===== src/rtl/unita_stack.sv =====
// ----------------------------------------------------------------------------
// unita_stack
//
// LIFO stack unit with push / pop / top and a sequential key search. Each
// operation is requested on a four-phase req/ack handshake: req is raised
// with op/din valid, the unit answers with a one-cycle ack, and req must be
// seen low before the next request is taken.
//
// The search walks the stack from the top entry down to slot 0. For every
// entry it presents (entry, key) on cmp_a/cmp_b to an external combinational
// comparator, waits one full clock for it to settle, then samples cmp_ne.
// The first equal entry from the top wins.
//
// Build option:
//   UNITA_STACK_SEARCH_EN  defined   : op=11 performs the search.
//                          undefined : search hardware is not built,
//                                      cmp_a/cmp_b are tied to 0, cmp_ne is
//                                      ignored and op=11 is refused (err=1).
//
// Ports:
//   clock    rising-edge clock
//   reset    asynchronous, active-high reset
//   req      request, held high until ack, then dropped
//   op       00 push, 01 pop, 10 top, 11 search (sampled with req)
//   din      push data / search key (sampled with req)
//   ack      one-cycle completion pulse
//   dout     popped, top or matched entry
//   found    search hit
//   index    slot of the matched entry (0 = bottom)
//   err      operation refused (overflow, underflow, empty search,
//            disabled search)
//   count    current occupancy
//   full     count == DEPTH
//   empty    count == 0
//   cmp_a    registered comparator input: stored entry
//   cmp_b    registered comparator input: search key
//   cmp_ne   comparator result, 0 = equal, 1 = different
// ----------------------------------------------------------------------------
module unita_stack #(
   parameter int N     = 16,
   parameter int DEPTH = 8,
   parameter int AW    = $clog2(DEPTH)
) (
   input  logic          clock,
   input  logic          reset,
   input  logic          req,
   input  logic [1:0]    op,
   input  logic [N-1:0]  din,
   output logic          ack,
   output logic [N-1:0]  dout,
   output logic          found,
   output logic [AW-1:0] index,
   output logic          err,
   output logic [AW:0]   count,
   output logic          full,
   output logic          empty,
   output logic [N-1:0]  cmp_a,
   output logic [N-1:0]  cmp_b,
   input  logic          cmp_ne
);

   typedef enum logic [2:0] {
      S_IDLE,
      S_PRES,
      S_CHK,
      S_ACK,
      S_REL
   } state_t;

   localparam logic [1:0]  OP_PUSH  = 2'b00;
   localparam logic [1:0]  OP_POP   = 2'b01;
   localparam logic [1:0]  OP_TOP   = 2'b10;
   localparam logic [1:0]  OP_SRCH  = 2'b11;
   localparam logic [AW:0] FULL_CNT = (AW+1)'(DEPTH);

   state_t        state;
   state_t        state_nx;

   logic [N-1:0]  mem [DEPTH];
   logic [AW:0]   sp;        // next free slot == occupancy
   logic [AW:0]   sp_dec;
   logic [AW-1:0] top_slot;  // slot of the current top entry
   logic          start;     // request accepted this cycle
   logic          search_go; // accepted request starts a real search walk

   assign sp_dec   = sp - 1'b1;
   assign top_slot = sp_dec[AW-1:0];

   assign count = sp;
   assign full  = (sp == FULL_CNT);
   assign empty = (sp == '0);

   assign start = (state == S_IDLE) && req;

`ifdef UNITA_STACK_SEARCH_EN
   logic [AW-1:0] ptr;       // slot currently being compared
   logic [N-1:0]  key;

   assign search_go = start && (op == OP_SRCH) && !empty;
`else
   logic unused_cmp_ne;

   assign search_go     = 1'b0;
   assign unused_cmp_ne = cmp_ne;
   assign cmp_a         = '0;
   assign cmp_b         = '0;
`endif

   // -------------------------------------------------------------------------
   // FSM: state register
   // -------------------------------------------------------------------------
   always_ff @(posedge clock or posedge reset) begin
      if (reset) begin
         state <= S_IDLE;
      end else begin
         // NOTE: sequential state uses non-blocking assignments so every
         // register samples the pre-edge values of the others.
         state <= state_nx;
      end
   end

   // -------------------------------------------------------------------------
   // FSM: next-state logic
   // -------------------------------------------------------------------------
   always_comb begin
      // NOTE: default assignment first so no path leaves state_nx unassigned
      // (which would infer a latch).
      state_nx = state;
      case (state)
         S_IDLE: begin
            if (req) begin
               state_nx = search_go ? S_PRES : S_ACK;
            end
         end
`ifdef UNITA_STACK_SEARCH_EN
         S_PRES: begin
            state_nx = S_CHK;
         end
         S_CHK: begin
            // Stop on the first hit, or after slot 0 has been compared.
            if (!cmp_ne || (ptr == '0)) begin
               state_nx = S_ACK;
            end else begin
               state_nx = S_PRES;
            end
         end
`endif
         S_ACK: begin
            state_nx = S_REL;
         end
         S_REL: begin
            // A req still high here belongs to the finished operation.
            if (!req) begin
               state_nx = S_IDLE;
            end
         end
         default: begin
            state_nx = S_IDLE;
         end
      endcase
   end

   // -------------------------------------------------------------------------
   // FSM: outputs
   // -------------------------------------------------------------------------
   always_comb begin
      ack = (state == S_ACK);
   end

   // -------------------------------------------------------------------------
   // Entry storage
   // -------------------------------------------------------------------------
   // NOTE: the storage array has no reset; occupancy is tracked by sp, so
   // stale contents are never observable and the array can map to RAM.
   always_ff @(posedge clock) begin
      if (start && (op == OP_PUSH) && !full) begin
         mem[sp[AW-1:0]] <= din;
      end
   end

   // -------------------------------------------------------------------------
   // Stack pointer and result registers. Results change only on the edge that
   // enters ACK and hold until the next operation completes.
   // -------------------------------------------------------------------------
   always_ff @(posedge clock or posedge reset) begin
      if (reset) begin
         sp    <= '0;
         dout  <= '0;
         found <= 1'b0;
         index <= '0;
         err   <= 1'b0;
      end else begin
         case (state)
            S_IDLE: begin
               if (req) begin
                  case (op)
                     OP_PUSH: begin
                        found <= 1'b0;
                        if (full) begin
                           err <= 1'b1;
                        end else begin
                           err <= 1'b0;
                           sp  <= sp + 1'b1;
                        end
                     end
                     OP_POP: begin
                        found <= 1'b0;
                        if (empty) begin
                           err <= 1'b1;
                        end else begin
                           err  <= 1'b0;
                           dout <= mem[top_slot];
                           sp   <= sp_dec;
                        end
                     end
                     OP_TOP: begin
                        found <= 1'b0;
                        if (empty) begin
                           err <= 1'b1;
                        end else begin
                           err  <= 1'b0;
                           dout <= mem[top_slot];
                        end
                     end
                     default: begin
`ifdef UNITA_STACK_SEARCH_EN
                        // A non-empty search reports from CHK instead.
                        if (empty) begin
                           err   <= 1'b1;
                           found <= 1'b0;
                        end
`else
                        err   <= 1'b1;
                        found <= 1'b0;
`endif
                     end
                  endcase
               end
            end
`ifdef UNITA_STACK_SEARCH_EN
            S_CHK: begin
               if (!cmp_ne) begin
                  found <= 1'b1;
                  index <= ptr;
                  dout  <= mem[ptr];
                  err   <= 1'b0;
               end else if (ptr == '0) begin
                  found <= 1'b0;
                  err   <= 1'b0;
               end
            end
`endif
            default: begin
            end
         endcase
      end
   end

`ifdef UNITA_STACK_SEARCH_EN
   // -------------------------------------------------------------------------
   // Search walker. cmp_a/cmp_b are loaded in PRES and held through CHK, so
   // the comparator has a full clock period to settle before cmp_ne is used.
   // -------------------------------------------------------------------------
   always_ff @(posedge clock or posedge reset) begin
      if (reset) begin
         ptr   <= '0;
         key   <= '0;
         cmp_a <= '0;
         cmp_b <= '0;
      end else begin
         case (state)
            S_IDLE: begin
               if (req) begin
                  key <= din;
                  ptr <= top_slot;
               end
            end
            S_PRES: begin
               cmp_a <= mem[ptr];
               cmp_b <= key;
            end
            S_CHK: begin
               if (cmp_ne && (ptr != '0)) begin
                  ptr <= ptr - 1'b1;
               end
            end
            default: begin
            end
         endcase
      end
   end
`endif

endmodule

===== config.mk =====
export PLATFORM = sky130hd
export DESIGN_NAME = unita_stack
export DESIGN_NICKNAME = d
export VERILOG_FILES = /design/src/rtl/unita_stack.sv
export SDC_FILE = /design/constraint.sdc
export NUM_CORES = 1
export LEC_CHECK = 0
export CORE_MARGIN = 3
export CORE_UTILIZATION = 50
export DETAILED_ROUTE_END_ITERATION = 6
export GPL_TIMING_DRIVEN = 0
export PLACE_DENSITY = 0.72
export SLEW_MARGIN = 20
export SYNTH_ARGS = -nofsm -noshare
export SYNTH_HDL_FRONTEND = slang
export SYNTH_SLANG_ARGS = --single-unit
export TNS_END_PERCENT = 20

===== constraint.sdc =====
create_clock -name clock -period 6.1 [get_ports clock]
set_clock_uncertainty 0.05 [all_clocks]
set_input_delay 1.22 -clock clock [delete_from_list [all_inputs] [get_ports clock]]
set_output_delay 1.22 -clock clock [all_outputs]
set_load 0.1 [all_outputs]

==> metrics.md <==
| Metric | Value |
|---|---|
| Flop pwr share | 0.307 |
| Multi-input gate area | 1617 um2 |
| Fin crit share | 0.7588 |
| Avg Cell Area, Syn | between 15 and 20 um2 |
| Least-Margin Pin Slew | 0.9794 ns |
| Status | finished clean |
| Synth area leader | edfxtp_1 |
| Post-synth EDFFs | 128 |
| Total grt overflow | 0 |
| DR vias/cell | 5.262 |
| Most frequent cell after synthesis | edfxtp_1 |
| Placed insts | between 600 and 700 |
| Clock-pin slew on the worst setup and hold paths | 0.05 ns |
| Clock tree sinks | about 150 |
| CTS tree | done |
| Internal power | 2.438 mW |
| Initial antenna violation count | 0 |
| Die height | 118 um |
| Post-Layout Cell Count | 676 |
| Pwr Total | 4.161 mW |
| VDD IR max | 0.0002317 V |
| Post-synthesis cell type count | 32 |
| CP max FO | 10 |
| DRC violations left | 0 |
| Register area share after synthesis | 0.7046 |
| Die area | ~14000 um2 |
| Hold crit path type | flop to flop |
| GRT Util Overall | 0.1993 |
| Synthesis Warnings | 3 |
| Root Buffer | clkbuf_16 |
| Rows | 40 |
| Relative slew slack | 0.3450 |
| # hold bufs at CTS | 0 |
| Nets@finish | 522 |
| Drt initial violations | 252 |
| Register area | 4419 um2 |
| Share of cells above drive strength 1 | 0.2717 |
| Area grow syn2layout | 24.12% |
| Num CTS Buffers | 17 |
| Async SR Flop Fraction | 0.1523 |
| MaxCap Viol Count | 0 |
| Highest clock rate | roughly 220 MHz |
| Post-route ant nets | 0 |
| I/O pins | between 80 and 90 |
| Min Tclk post-route | 4.629 ns |
| Setup TNS after final layout | 0 ns |
| Clock power share | 0.251 |
| Worst EP required | 4.83 ns |
| Commonest cells in the netlist | 128 x edfxtp_1, 40 x buf_4, 33 x mux2_2 |
| Net Sw Frac | 0.4140 |
| Startpoint Class | flop |
| PD cells | 534.5 nW/um2 |
| Crit Path Class | flop to output port |
| Initial core utilization | 0.5157 |
| Synth area leaders | edfxtp_1 61%, dfrtp_1 9.2%, mux2_2 5.9%, mux2i_1 5.1%, buf_4 4.8% |
| Yosys reg bits | 151 |
| Vias in the first global route | 3565 |
| IO buf count | 44 |
| DPL Wire Length | 8.670 mm |
| First-pass DRT Iterations | 5 |
| Max-slew violations | 0 |
| Post-DR wirelength/cell | between 15 and 20 um |
| Data arrival time of the worst path | 3.36 ns |
| Post-CTS Repair Setup Buffers | 0 |
| Endpoints failing setup | 0 |
| Chip width | 118 um |
| P_leak | 2.975 nW |
| Htree depth | 4 |
| Layout filler cell count | 878 |
| Post-cts resize count | 0 |
| Largest net degree at the start of global routing | 24 |
| Diodes inserted | 0 |
| Post-Route WL | between 10 and 15 mm |
| Core area | 12160 um2 |
| Syn Inst Count | 387 |
| Post-Synthesis Cell Area | 6272 um2 |
| DR vias | 3557 |
| First-pass GRT wire length | ~21 mm |
| Crit end category | output port |
| RSZ-0062 raised after global routing | false |
| Hold Vio Cnt, Final | 0 |
| Routability congestion estimate | 0.7360 |
| Clock Latency Late Sink | just over 0.4 ns |
| Main synth FF type | edfxtp_1 |
| Combinational power share | 0.442 |
| Yosys top cell area share | 0.6128 |
| Psw | 1.723 mW |
| Clk buf depth | 2 |
[registers in the layout (all words and copies together), names as in the netlist]
register and count:
count 4, dout 16, err 1, mem 128, state 2
[layer usage]
layer,global-route usage,vias to the layer above,part of all wire
li1,-,1617,-
met1,0.2546,1775,0.41
met2,0.3205,141,0.50
met3,0.06055,24,0.065
met4,0.07912,0,0.018
met5,0,-,0
[cell families (layout without fill, tap and decap cells)]
family          Yosys count  count (layout)  synth area share
other cells               1              36         0.0005979
fa+ha+maj                 5               5          0.009974
compound gates           52              52           0.06543
xor+xnor                  6               6          0.008378
simple gates             48              48           0.03810
buf+inv                  59             145           0.06264
flops                   151             151            0.7046
mux                      65              65            0.1103
[layout by cell type (no fill, tap or decap), types with 2 or more instances in the layout]
master,count
edfxtp_1,128
clkbuf_8,2
buf_2,11
dfrtp_1,23
clkbuf_16,17
nor3_2,2
o22ai_1,16
buf_8,4
nand2b_1,2
mux2i_1,32
nor2_2,6
nand4_1,2
inv_1,5
xnor2_1,4
nor2_1,5
conb_1,36
clkdlybuf4s50_1,44
ha_1,5
inv_2,2
bufinv_16,3
buf_4,44
clkbuf_1,4
nand3b_1,2
clkinvlp_4,2
mux2_2,33
buf_6,3
xor2_1,2
a22o_1,16
o31ai_1,16
nand2_1,22
clkinv_2,4
[worst paths after layout]
kind	start	to	slack, ns	depth (start not counted)
worst max-delay path	count[0]	empty	1.47	6
worst min-delay path	dout[6]	dout[6]	0.42	2
min in group asynchronous	reset	dout[14]	1.16	2
worst max register to register	count[0]	mem[7][12]	3.09	8
worst min register to register	dout[6]	dout[6]	0.42	2
max in group asynchronous	reset	dout[6]	4.43	2
[cell type report]
class	count	share of cell area
tap	168	0.02700
multi-input combinational	212	0.2077
buffer	52	0.04709
timing repair buffer	54	0.07104
inverter	7	0.003375
clock inverter	9	0.01607
clock buffer	23	0.06011
sequential	151	0.5677
[critical path, stage by stage, from the launching register on]
cell and delay, ns:
dfrtp_1 0.39, buf_2 0.15, buf_2 0.23, inv_1 0.20, ha_1 0.34, nor3b_2 0.42, clkdlybuf4s50_1 1.21
[stage by stage]
step                instance area [um2]  utilization  hold WS [ns]  setup slack (ns)
floorplan                          6404            -        0.4532             1.869
global placement                   7054       0.5800        0.4172             1.018
detailed placement                 7192       0.5914        0.4175             1.967
CTS                                7785       0.6401        0.4302             1.452
global route                       7785       0.6401        0.4568             1.281
finish                             7785       0.6401        0.4247             1.471
[power by group through the flow]
stage / Combinational, mW / Clock [mW] / Sequential, mW
2_1_floorplan: 0.895 / 0 / 1.78
3_3_place_gp: 1.79 / 0 / 1.30
3_5_place_dp: 1.83 / 0 / 1.30
4_1_cts: 1.85 / 1.06 / 1.28
5_1_grt: 1.93 / 1.10 / 1.29
6_report: 1.84 / 1.04 / 1.28
(Power assumes the default switching activity.)
